File: src/rtl/fetch_if.sv
// Fetch stage bundle: instruction-memory read port plus the decode-side
// instruction offer, redirect and halt signalling.
interface fetch_if;
  logic        imem_rd;
  logic [15:0] imem_addr;
  logic [15:0] imem_data;
  logic        imem_done;
  logic [15:0] instr;
  logic [4:0]  opCode;
  logic [1:0]  func;
  logic [15:0] instr_pc;
  logic [15:0] pc_plus2;
  logic        instr_valid;
  logic        dec_ready;
  logic        halt;
  logic        redirect;
  logic [15:0] redirect_pc;
  logic        halted;

  modport master (
    output imem_rd,
    output imem_addr,
    input  imem_data,
    input  imem_done,
    output instr,
    output opCode,
    output func,
    output instr_pc,
    output pc_plus2,
    output instr_valid,
    input  dec_ready,
    input  halt,
    input  redirect,
    input  redirect_pc,
    output halted
  );

  modport slave (
    input  imem_rd,
    input  imem_addr,
    output imem_data,
    output imem_done,
    input  instr,
    input  opCode,
    input  func,
    input  instr_pc,
    input  pc_plus2,
    input  instr_valid,
    output dec_ready,
    output halt,
    output redirect,
    output redirect_pc,
    input  halted
  );
endinterface

File: src/rtl/fetch_stage.sv
// Instruction fetch stage: one imem read per instruction, single-entry
// buffer offered to decode, redirect handling and permanent halt.
module fetch_stage (
  input  logic    clk,
  input  logic    rst_n,
  fetch_if.master f
);
  localparam logic [15:0] RESET_PC = 16'h0000;
  localparam logic [15:0] NOP_WORD = 16'h0800;

  localparam logic [1:0] S_RESET  = 2'd0;
  localparam logic [1:0] S_FETCH  = 2'd1;
  localparam logic [1:0] S_VALID  = 2'd2;
  localparam logic [1:0] S_HALTED = 2'd3;

  logic [1:0]  state;
  logic [15:0] pc;
  logic [15:0] instr_q;
  logic [15:0] ipc;
  logic        kill;
  logic        hs;
  logic [15:0] target;

  assign hs     = (state == S_VALID) && f.dec_ready;
  assign target = f.redirect_pc & 16'hFFFE;

  always_ff @(posedge clk or negedge rst_n) begin
    if (!rst_n) begin
      state   <= S_RESET;
      pc      <= RESET_PC;
      instr_q <= NOP_WORD;
      ipc     <= RESET_PC;
      kill    <= 1'b0;
    end else begin
      unique case (state)
        S_RESET: state <= S_FETCH;
        S_FETCH: begin
          if (f.redirect) begin
            pc   <= target;
            // a response landing this cycle belongs to the old path
            kill <= ~f.imem_done;
          end else if (f.imem_done) begin
            if (kill) begin
              kill <= 1'b0;
            end else begin
              instr_q <= f.imem_data;
              ipc     <= pc;
              pc      <= pc + 16'd2;
              state   <= S_VALID;
            end
          end
        end
        S_VALID: begin
          if (hs && f.halt) begin
            state <= S_HALTED;
          end else if (hs || f.redirect) begin
            state <= S_FETCH;
            if (f.redirect) pc <= target;
          end
        end
        S_HALTED: state <= S_HALTED;
        default:  state <= S_RESET;
      endcase
    end
  end

  assign f.imem_rd     = (state == S_FETCH);
  assign f.imem_addr   = pc;
  assign f.instr_valid = (state == S_VALID);
  assign f.halted      = (state == S_HALTED);
  assign f.instr       = f.instr_valid ? instr_q : NOP_WORD;
  assign f.opCode      = f.instr[15:11];
  assign f.func        = f.instr[1:0];
  assign f.instr_pc    = ipc;
  assign f.pc_plus2    = ipc + 16'd2;
endmodule

File: src/flat_wrapper.sv
// flat-port wrapper written by rule: the top's interface ports become plain ports
module fetch_stage_flat 
  (clk, rst_n, f_imem_rd, f_imem_addr, f_imem_data, f_imem_done, f_instr, f_opCode, f_func, f_instr_pc, f_pc_plus2, f_instr_valid, f_dec_ready, f_halt, f_redirect, f_redirect_pc, f_halted);
  fetch_if f_i ();
  input  logic clk;
  input  logic rst_n;
  output wire logic [$bits(f_i.imem_rd)-1:0] f_imem_rd;
  output wire logic [$bits(f_i.imem_addr)-1:0] f_imem_addr;
  input wire logic [$bits(f_i.imem_data)-1:0] f_imem_data;
  input wire logic [$bits(f_i.imem_done)-1:0] f_imem_done;
  output wire logic [$bits(f_i.instr)-1:0] f_instr;
  output wire logic [$bits(f_i.opCode)-1:0] f_opCode;
  output wire logic [$bits(f_i.func)-1:0] f_func;
  output wire logic [$bits(f_i.instr_pc)-1:0] f_instr_pc;
  output wire logic [$bits(f_i.pc_plus2)-1:0] f_pc_plus2;
  output wire logic [$bits(f_i.instr_valid)-1:0] f_instr_valid;
  input wire logic [$bits(f_i.dec_ready)-1:0] f_dec_ready;
  input wire logic [$bits(f_i.halt)-1:0] f_halt;
  input wire logic [$bits(f_i.redirect)-1:0] f_redirect;
  input wire logic [$bits(f_i.redirect_pc)-1:0] f_redirect_pc;
  output wire logic [$bits(f_i.halted)-1:0] f_halted;
  assign f_imem_rd = f_i.imem_rd;
  assign f_imem_addr = f_i.imem_addr;
  assign f_i.imem_data = f_imem_data;
  assign f_i.imem_done = f_imem_done;
  assign f_instr = f_i.instr;
  assign f_opCode = f_i.opCode;
  assign f_func = f_i.func;
  assign f_instr_pc = f_i.instr_pc;
  assign f_pc_plus2 = f_i.pc_plus2;
  assign f_instr_valid = f_i.instr_valid;
  assign f_i.dec_ready = f_dec_ready;
  assign f_i.halt = f_halt;
  assign f_i.redirect = f_redirect;
  assign f_i.redirect_pc = f_redirect_pc;
  assign f_halted = f_i.halted;
  fetch_stage u_core (.clk(clk), .rst_n(rst_n), .f(f_i));
endmodule
File: config.mk
export PLATFORM = sky130hd
export DESIGN_NAME = fetch_stage_flat
export DESIGN_NICKNAME = d
export VERILOG_FILES = /design/src/rtl/fetch_if.sv /design/src/rtl/fetch_stage.sv /design/src/flat_wrapper.sv
export SDC_FILE = /design/constraint.sdc
export NUM_CORES = 1
export LEC_CHECK = 0
export BUFFER_PORTS_ARGS = -buffer_cell sky130_fd_sc_hd__buf_2
export CAP_MARGIN = 40
export CORE_MARGIN = 4
export CORE_UTILIZATION = 45
export CTS_CLUSTER_DIAMETER = 30
export DETAILED_ROUTE_END_ITERATION = 8
export PLACE_DENSITY = 0.77
export SLEW_MARGIN = 20
export SYNTH_ARGS = -nofsm -noshare
export SYNTH_HDL_FRONTEND = slang
export SYNTH_SLANG_ARGS = --single-unit
File: constraint.sdc
create_clock -name clk -period 3.6 [get_ports clk]
set_input_delay 0.36 -clock clk [delete_from_list [all_inputs] [get_ports clk]]
set_output_delay 0.36 -clock clk [all_outputs]
set_load 0.03 [all_outputs]
== Yosys cells after proc, flatten, opt, wreduce, memory -nomap -nowiden ==
Index checks and enable logic that the tools add are counted.

* Bits of input ports: 38
* Bits in registers: 51
* Word-level logic and storage cells: 48

* Reduce and logical (&&, ||, !) cells: 10
* Equality and inequality tests: 12
* Muxes and demuxes: 16
* $add $sub $neg: 2
* Bitwise gates (word level): 3

{| class="wikitable"
|+ Operator list
! operator !! count
|-
| 2-to-1 mux 16 bit || 7
|-
| adder 16 x 2 -> 16 bit, second input constant || 2
|-
| case mux 16 bit (2 select lines) || 1
|-
| 2-to-1 mux 2 bit || 5
|-
| != test 2 bit, second input constant || 5
|-
| case mux 2 bit (4 select lines) || 1
|-
| AND reduction 4 bit || 2
|-
| != test 3 bit, second input constant || 2
|-
| AND reduction 6 bit || 1
|-
| == test 2 bit, second input constant || 2
|-
| nonzero test 2 bit || 2
|-
| != test 3 x 1 -> 1 bit, second input constant || 1
|-
| inverter 1 bit || 3
|-
| == test 2 x 1 -> 1 bit, second input constant || 1
|-
| logical AND 1 bit || 2
|-
| zero test 2 bit || 1
|-
| 2-to-1 mux 1 bit || 2
|-
| != test 2 x 1 -> 1 bit, second input constant || 1
|-
| AND reduction 2 bit || 1
|-
| logical OR 1 bit || 1
|}

== Longest topological paths before layout ==
Gate-level depths: netlist of run 1.

* Depth after elaboration: 6
* Mapped depth: 7
* Gate-level depth less buffers: 5

== Least setup slack after synthesis of run 1 ==
No wires, ideal clock.

* Kind: register to output
* Start: reg u_core.ipc[3], in the netlist u_core.f.instr_pc[3]
* End: out f_pc_plus2[14]
* Buffers on the path: 0
* Arrival time: 1.850 ns
* Data required time: 3.240 ns
* Slack: 1.390 ns
* Cell stages (with the launch flop): 5
* Path through: dfrtp_1 and4_4 nand4_4 or4_4 xnor2_2

* Word-level cells in the longest chain between the ends: 1

{| class="wikitable"
|+ Ends and longest elaborated chain
! element !! line !! RTL
|-
| from (decl) || fetch_stage.sv:19 || <nowiki>logic [15:0] ipc;</nowiki>
|-
| from (signal assigned) || fetch_stage.sv:47 || <nowiki>ipc <= pc;</nowiki>
|-
| adder 16 x 2 -> 16 bit || fetch_stage.sv:75 || <nowiki>assign f.pc_plus2 = ipc + 16'd2;</nowiki>
|-
| to (decl) || flat_wrapper.sv:15 || <nowiki>output wire logic [$bits(f_i.pc_plus2)-1:0] f_pc_plus2;</nowiki>
|}

No other way between the ends.

== Worst setup path after layout of run 1 ==
Same ends and word-level chain as after synthesis.

==> flow_summary.toml, run 1 <==
[pwr]
vdd_drop_max_v = 0.000292
power.leakage_nw = 1.71
power_mw = 2.34
powerDensity_nw_per_um2 = 681

[cts]
cts_root_buffer = "clkbuf_8"
numCtsBuffers = 5
cts.clk_slew.worst_paths_ns = 0.09
worstSkewPairLatency_ns = 0.30
holdBufCountCts = 1
cts.path.max_buffers = 2
post_cts_buffers = 0
cts_resized = 0
cts_tree = "built"
cts_max_level = 2
cts.sinks = 49

[synth]
ys_seq_elements = 49
synth_area_leaders = "dfrtp_1 43%, mux2_2 12%, and2_1 3.8%, nand3_1 3.1%, buf_4 3.0%"
syn_inst = 263
ys_seq_area_share_pct = 44.2
synth-async-reset-ratio_pct = 100
synth_edf_count = 0
avgSynthCellArea_um2 = 10.6
synth_top_area_cell = "dfrtp_1"
ys_types = 50
netlist_top_cells_count = "48 x dfrtp_1, 30 x mux2_2, 17 x and2_1, 17 x nand3_1, 14 x nand2_1"
ys_warn_count = 0
synth.most_common_cell = "dfrtp_1"
yosys.area.top_type_share_pct = 43.3
synth_ff_type = "dfrtp_1"
synth_area_um2 = 2780

[setup_path]
critPathBufInv = 1
endpoint_kind = "output pin"
cp_max_fo = 7
slowest_delay_ns = 0.52
start_kind = "flip-flop"
critPathTopFamily = "simple AND/OR/NAND/NOR gates"
arrival_ns = 2.06
crit_slowest_cell = "or4_4"
crit_chain = "and4_4 -> nand4_4 -> or4_4 -> xnor2_2 -> buf_2"
cp.required_ns = 3.24
path_class = "flip-flop to output pin"

[floorplanning]
fp.coreArea_um2 = 5960
die_height_um = 86.6
initial_utilization_pct = 46.6
chipWidth_um = 86.6
die_area_um2 = 7490
row_count = 28
io_pins = 112

[sta]
clock_skew_ns = 0.00902
report.final.slew_viol_count = 0
fmax_mhz = 414
post-route-period-util_pct = 67.1
worstMarginPinSlew_ns = 0.810
finalSetupTns_ns = 0
finalSetupViolCount = 0
rsz0062_at_grt = "false"
period_needed_ns = 2.42
relSlewSlack_pct = 46.0
hold_viol = 0
layout_setup_ws_ns = 1.18

[cells_and_area]
utilization_pct = 57.6
area_growth_syn_to_layout_pct = 23.7
antenna_cells = 0
drive_gt1_share_pct = 44.2
nets = 399
finalNonFillerCells = 435

[drt]
wl_per_cell_um = 16.3
drc = 0
vias_per_cell = 5.63
drt_first_pass_iters = 4
vias = 2447
first_iter_violations = 220
final_antenna_net_count = 0
wl_um = 7090

[run]
max_cap_viol_count = 0

[grt]
grt_pass1_vias = 2298
grt_use_total_pct = 18.9
grt-ovfl-total = 0
grt_pass1_wl_um = 11200
grt_max_degree = 33
grt_antenna_before_repair = 0

[placed_design]
io_buffers = 107
dp_slack_ns = 1.33
place_inst = 426
gp_congestion = 0.855
dp_hpwl_um = 5310

[outcome]
status = "finished, final reports clean"

[worst_hold_path]
hp-class = "input pin to flip-flop"
[layout by cell type (no fill, tap or decap), types with 5 or more instances in the layout]
master	count
a21oi_1	5
nor2_1	7
nand4_1	7
clkbuf_8	6
nand2_1	14
o22ai_1	6
a22oi_1	9
and2_1	17
dfrtp_1	48
xnor2_1	9
o21ai_0	5
a2bb2oi_1	9
mux2_2	30
nand3_1	17
inv_1	5
buf_2	107
[where the power goes]
part           switching [mW]  total (mW)  internal [mW]
Clock                   0.184       0.410          0.226
Sequential              0.253       0.990          0.737
Combinational           0.600       0.937          0.337
Total                    1.04        2.34           1.30
[logic make-up after synthesis]
| group | count (synthesis) | share of synthesized area (%) |
|---|---|---|
| compound gates | 48 | 12.8 |
| xor+xnor | 13 | 4.37 |
| fa+ha+maj | 2 | 0.901 |
| buf+inv | 30 | 5.99 |
| flops | 49 | 44.2 |
| mux | 32 | 12.9 |
| other cells | 1 | 0.135 |
| simple gates | 88 | 18.6 |
[per-layer routing]
metal	global-route usage, %	vias to the layer above	share of wire (%)
met3	3.42	9	6.6
met4	6.37	0	1.7
met1	24.9	1189	41
met2	31.3	101	50
met5	0	-	0
li1	-	1148	-
[sequential cells by signal, indices dropped and copies added (netlist names)]
| signal | count |
|---|---|
| u_core.state | 2 |
| u_core.instr_q | 16 |
| u_core.f.instr_pc | 15 |
| u_core.kill | 1 |
| u_core.f.imem_addr | 15 |
[worst reg2reg max path: cells and delay by family, from the launching register on]
kind | cells | cell delay [ns]
AO/OA/AOI/OAI | 1 | 0.29
flip-flops | 1 | 0.40
AND/OR/NAND/NOR | 3 | 1.20
buffers and inverters | 1 | 0.33
[path summary, 6_finish.rpt]
path                                                   from                                  to  slack, ns  cells past startpoint
max                        u_core.f.instr_pc[3]$_DFFE_PN0P_                      f_pc_plus2[14]       1.18                      5
min                                             f_imem_done             u_core.kill$_DFFE_PN0P_       0.23                      2
max reg2reg                     u_core.state[0]$_DFFE_PN0P_  u_core.f.imem_addr[13]$_DFFE_PN0P_       1.29                      5
min reg2reg                   u_core.instr_q[1]$_DFFE_PN0P_       u_core.instr_q[1]$_DFFE_PN0P_       0.50                      1
max in group asynchronous                             rst_n   u_core.f.imem_addr[8]$_DFFE_PN0P_       2.56                      3
min in group asynchronous                             rst_n    u_core.f.instr_pc[1]$_DFFE_PN0P_       0.53                      2
[metrics by stage]
step	hold WS, ns	area [um2]
after CTS	0.228	3430
after global placement	0.479	3280
final	0.233	3430
after detailed placement	0.325	3300
after global routing	0.240	3430
after floorplan	0.0644	2780
[layout make-up]
class / instances / area [um2]
Clock buffer: 6 / 82.6
Fill cell: 529 / 2520
Inverter: 7 / 28.8
Timing Repair Buffer: 110 / 573
Clock inverter: 2 / 37.5
Multi-Input combinational cell: 186 / 1390
Sequential cell: 49 / 1230
Tap cell: 75 / 93.8
No activity file was read; power rests on OpenSTA's default activity.
==> run 2, diff against run 1 <==
==> constraint.sdc (replaced) <==
create_clock -name clk -period 2.3 [get_ports clk]
set_input_delay 0.23 -clock clk [delete_from_list [all_inputs] [get_ports clk]]
set_output_delay 0.23 -clock clk [all_outputs]
set_load 0.03 [all_outputs]
==> flow_summary.toml, run 2 (synthesized netlist as in run 1, its figures left out) <==
[outcome]
status = "finished, final reports clean"

[placed_design]
dp_hpwl_um = 5380
gp_congestion = 0.862
dp_slack_ns = 0.327
io_buffers = 107

[grt]
grt-ovfl-total = 0
grt_use_total_pct = 18.8
grt_antenna_before_repair = 0
grt_max_degree = 26
grt_pass1_wl_um = 11100
grt_pass1_vias = 2258

[cts]
numCtsBuffers = 5
cts_root_buffer = "clkbuf_8"
worstSkewPairLatency_ns = 0.30
cts_tree = "built"
cts.clk_slew.worst_paths_ns = 0.09
cts.path.max_buffers = 2
cts_max_level = 2
cts.sinks = 49

[cells_and_area]
largest_register_ffs = 16
antenna_cells = 0
utilization_pct = 58.0
top_register = "u_core.instr_q"
nets = 403
multi_input_area_um2 = 1390
ff_latch_area_um2 = 1230
drive_gt1_share_pct = 45.6
layout_common_cells = "107 x buf_2, 45 x dfrtp_1, 30 x mux2_2"
layout_commonest_cell = "buf_2"
area_growth_syn_to_layout_pct = 24.5
nFillCells = 547

[drt]
wl_met3_um = 491
vias_per_cell = 5.54
dr.max_layer_used = "met4"
vias = 2433
wl_um = 7000
dr_wl_met2_um = 3550
drt_first_pass_iters = 4
final_antenna_net_count = 0
drt-met1-wl_um = 2870
wl_per_cell_um = 15.9
drc = 0
first_iter_violations = 163

[pwr]
vdd_drop_max_v = 0.000488
internal_power_mw = 1.93
power.leakage_nw = 1.72
seqPwrFrac_pct = 44.0
swShare_pct = 45.6
power.switching_mw = 1.62
powerDensity_nw_per_um2 = 1030
combPwrFrac_pct = 41.2
clockPowerShare_pct = 14.8

[floorplanning]
die_area_um2 = 7490
fp.coreArea_um2 = 5960
io_pins = 112
initial_utilization_pct = 46.6
die_height_um = 86.6
row_count = 28
chipWidth_um = 86.6

[setup_path]
cp.required_ns = 2.07
slowest_delay_ns = 0.52
crit_chain = "and4_4 -> nand4_4 -> or4_4 -> xnor2_2 -> buf_2"
cp_max_fo = 5
crit_slowest_cell = "or4_4"
arrival_ns = 1.99
start_kind = "flip-flop"
endpoint_kind = "output pin"
r2r_slack_ns = 0.41
path_class = "flip-flop to output pin"

[sta]
finalSetupViolCount = 0
period_needed_ns = 2.22
rsz0062_at_grt = "false"
layout_setup_ws_ns = 0.0786
finalSetupTns_ns = 0
worstMarginPinSlew_ns = 0.621
relSlewSlack_pct = 58.6
post-route-period-util_pct = 96.6
clock_skew_ns = 0.00874
hold_viol = 0
fmax_mhz = 450
whs_ns = 0.102
report.final.slew_viol_count = 0

[run]
max_cap_viol_count = 0

[worst_hold_path]
hp-class = "input pin to flip-flop"
## run 2: cell types whose count changed in the layout (fill, tap and decap cells not counted)
| cell | change |
|---|---|
| dfrtp_2 | +3 |
| buf_12 | +1 |
| clkinvlp_4 | -1 |
| bufinv_16 | -1 |
| clkinv_4 | +1 |
| buf_4 | +3 |
| clkinv_2 | +1 |
| dfrtp_1 | -3 |
## run 2: power groups by stage
stage / registers, mW / logic, mW / clock network [mW]
floorplan: 1.88 / 0.643 / 0
global placement: 1.54 / 1.45 / 0
detailed placement: 1.57 / 1.48 / 0
CTS: 1.55 / 1.48 / 0.545
global route: 1.61 / 1.56 / 0.572
finish: 1.56 / 1.46 / 0.525
## run 2: worst max-delay path: cells and delay by family (launching register included)
family        cells  cell delay [ns]
simple gates      3             0.94
flops             1             0.43
buf+inv           1             0.20
xor+xnor          1             0.12
## run 2: final cells by class
class,instances,share of cell area (%)
timing repair buffer,114,17.8
clock buffer,6,2.39
tap,75,2.72
sequential,49,35.6
clock inverter,2,0.398
multi-input combinational,186,40.2
inverter,7,0.833
## run 2: metrics by stage
step / power, mW / cell area [um2] / cells
final: 3.55 / 3460 / 439
after global routing: 3.74 / 3460 / 439
after CTS: 3.58 / 3450 / 439
after detailed placement: 3.05 / 3350 / 430
after global placement: 3.00 / 3350 / 430
after floorplan: 2.52 / 2780 / 265
## run 2: final timing paths
path / start / cells after the start / end
worst min register to register: u_core.instr_q[4]$_DFFE_PN0P_ / 1 / u_core.instr_q[4]$_DFFE_PN0P_
worst max-delay path: u_core.f.instr_pc[5]$_DFFE_PN0P_ / 5 / f_pc_plus2[14]
max in group asynchronous: rst_n / 3 / u_core.instr_q[11]$_DFFE_PN1P_
worst min-delay path: f_imem_done / 2 / u_core.kill$_DFFE_PN0P_
min in group asynchronous: rst_n / 2 / u_core.f.instr_pc[6]$_DFFE_PN0P_
worst max register to register: u_core.state[0]$_DFFE_PN0P_ / 5 / u_core.f.imem_addr[9]$_DFFE_PN0P_
## run 2: what timing repair did
item / 4_1_cts / 5_1_grt
hold buffers: 1 / 0
endpoints found under the hold margin: 24 / 0
setup endpoints to repair: 1 / 2
resized for setup: 1 / 2
setup buffers: 0 / 0
## run 2: layer usage
metal  vias up  GRT usage [%]
li1       1158              -
met1      1171           25.7
met2        98           30.9
met3         6           3.42
met4         0           5.10
met5         -              0
==> run 3, diff against run 2 <==
--- a/config.mk
+++ b/config.mk
@@ -11,6 +11,7 @@
 export CORE_UTILIZATION = 45
 export CTS_CLUSTER_DIAMETER = 30
 export DETAILED_ROUTE_END_ITERATION = 8
+export MAX_ROUTING_LAYER = met4
 export PLACE_DENSITY = 0.77
 export SLEW_MARGIN = 20
 export SYNTH_ARGS = -nofsm -noshare
==> flow_summary.toml, run 3 (synthesized netlist as in run 1, its figures left out) <==
[outcome]
status = "finished, final reports clean"

[sta]
hold_viol = 0
period_needed_ns = 2.22
fmax_mhz = 450
clock_skew_ns = 0.00848
rsz0062_at_grt = "false"
relSlewSlack_pct = 58.9
report.final.slew_viol_count = 0
layout_setup_ws_ns = 0.0768
worstMarginPinSlew_ns = 0.616
finalSetupViolCount = 0
post-route-period-util_pct = 96.7
finalSetupTns_ns = 0

[setup_path]
start_kind = "flip-flop"
path_class = "flip-flop to output pin"
arrival_ns = 1.99
cp.required_ns = 2.07
endpoint_kind = "output pin"
cp_max_fo = 5

[cells_and_area]
layout_common_cells = "107 x buf_2, 45 x dfrtp_1, 30 x mux2_2"
nFillCells = 547
drive_gt1_share_pct = 45.6
top_register = "u_core.instr_q"
ff_latch_area_um2 = 1230
area_growth_syn_to_layout_pct = 24.5
antenna_cells = 0
largest_register_ffs = 16
nets = 403
layout_commonest_cell = "buf_2"
multi_input_area_um2 = 1390

[cts]
cts.sinks = 49
cts_tree = "built"
cts.path.max_buffers = 2
cts_max_level = 2
cts.clk_slew.worst_paths_ns = 0.09
numCtsBuffers = 5
cts_root_buffer = "clkbuf_8"
worstSkewPairLatency_ns = 0.31

[drt]
dr_wl_met2_um = 3580
vias_per_cell = 5.57
drc = 0
vias = 2444
wl_um = 7010
first_iter_violations = 144
wl_met3_um = 446
final_antenna_net_count = 0
dr.max_layer_used = "met4"
drt_first_pass_iters = 5
wl_per_cell_um = 16.0
drt-met1-wl_um = 2900

[floorplanning]
die_area_um2 = 7490
die_height_um = 86.6
io_pins = 112
initial_utilization_pct = 46.6
fp.coreArea_um2 = 5960
row_count = 28
chipWidth_um = 86.6

[grt]
grt_pass1_wl_um = 11100
grt_pass1_vias = 2260
grt-ovfl-total = 0
grt_max_degree = 26
grt_antenna_before_repair = 0
grt_use_total_pct = 19.4

[pwr]
internal_power_mw = 1.93
seqPwrFrac_pct = 44.0
vdd_drop_max_v = 0.000488
combPwrFrac_pct = 41.2
clockPowerShare_pct = 14.8
powerDensity_nw_per_um2 = 1030
swShare_pct = 45.7
power.switching_mw = 1.62
power.leakage_nw = 1.72

[worst_hold_path]
hp-class = "input pin to flip-flop"

[placed_design]
dp_hpwl_um = 5380
gp_congestion = 0.876
dp_slack_ns = 0.327
io_buffers = 107

[run]
max_cap_viol_count = 0
==> run 3: cell counts in the layout (fill, tap and decap cells not counted) <==
Identical to the previous run, type by type.
==> run 3: critical path: stages (launching register included) <==
cell and delay (ns):
dfrtp_1 0.43, and4_4 0.28, nand4_4 0.14, or4_4 0.52, xnor2_2 0.12, buf_2 0.20
==> run 3: stage by stage <==
stage,hold slack [ns],area (um2),std cells,utilization [%],power (mW)
detailed placement,0.260,3350,430,56.2,3.05
floorplan,-0.0656,2780,265,-,2.52
global route,0.108,3460,439,58.0,3.74
finish,0.0999,3460,439,58.0,3.55
CTS,0.0981,3450,439,58.0,3.58
global placement,0.255,3350,430,56.2,3.00
==> run 3: timing repair <==
action | in CTS | in global routing
setup endpoints to repair | 1 | 2
resized for setup | 1 | 2
hold buffers | 1 | 0
buffers inserted | 0 | 0
hold endpoints to repair | 24 | 0
==> run 3: worst paths after layout <==
kind / startpoint / end / slack (ns) / cells past startpoint
max: u_core.f.instr_pc[5]$_DFFE_PN0P_ / f_pc_plus2[14] / 0.08 / 5
min: f_imem_done / u_core.kill$_DFFE_PN0P_ / 0.1 / 2
max reg2reg: u_core.state[0]$_DFFE_PN0P_ / u_core.f.imem_addr[11]$_DFFE_PN0P_ / 0.40 / 5
min reg2reg: u_core.instr_q[4]$_DFFE_PN0P_ / u_core.instr_q[4]$_DFFE_PN0P_ / 0.50 / 1
max in group asynchronous: rst_n / u_core.instr_q[11]$_DFFE_PN1P_ / 1.26 / 3
min in group asynchronous: rst_n / u_core.f.instr_pc[6]$_DFFE_PN0P_ / 0.44 / 2
==> run 3: final cells by class <==
cell class	instances	share of cell area [%]
clock buffer	6	2.39
clock inverter	2	0.398
inverter	7	0.833
multi-input combinational	186	40.2
sequential	49	35.6
tap	75	2.72
timing repair buffer	114	17.8
==> run 3: power by group through the flow <==
stage                     clock network, mW  logic (mW)  registers, mW
after detailed placement                  0        1.48           1.57
after global placement                    0        1.45           1.54
final                                 0.526        1.46           1.56
after CTS                             0.545        1.48           1.55
after global routing                  0.572        1.56           1.61
after floorplan                           0       0.643           1.88
==> run 3: per-layer routing <==
layer	track usage, %	vias up
li1	-	1160
met1	25.8	1183
met2	30.9	95
met3	3.14	6
met4	5.10	0
met5	-	-
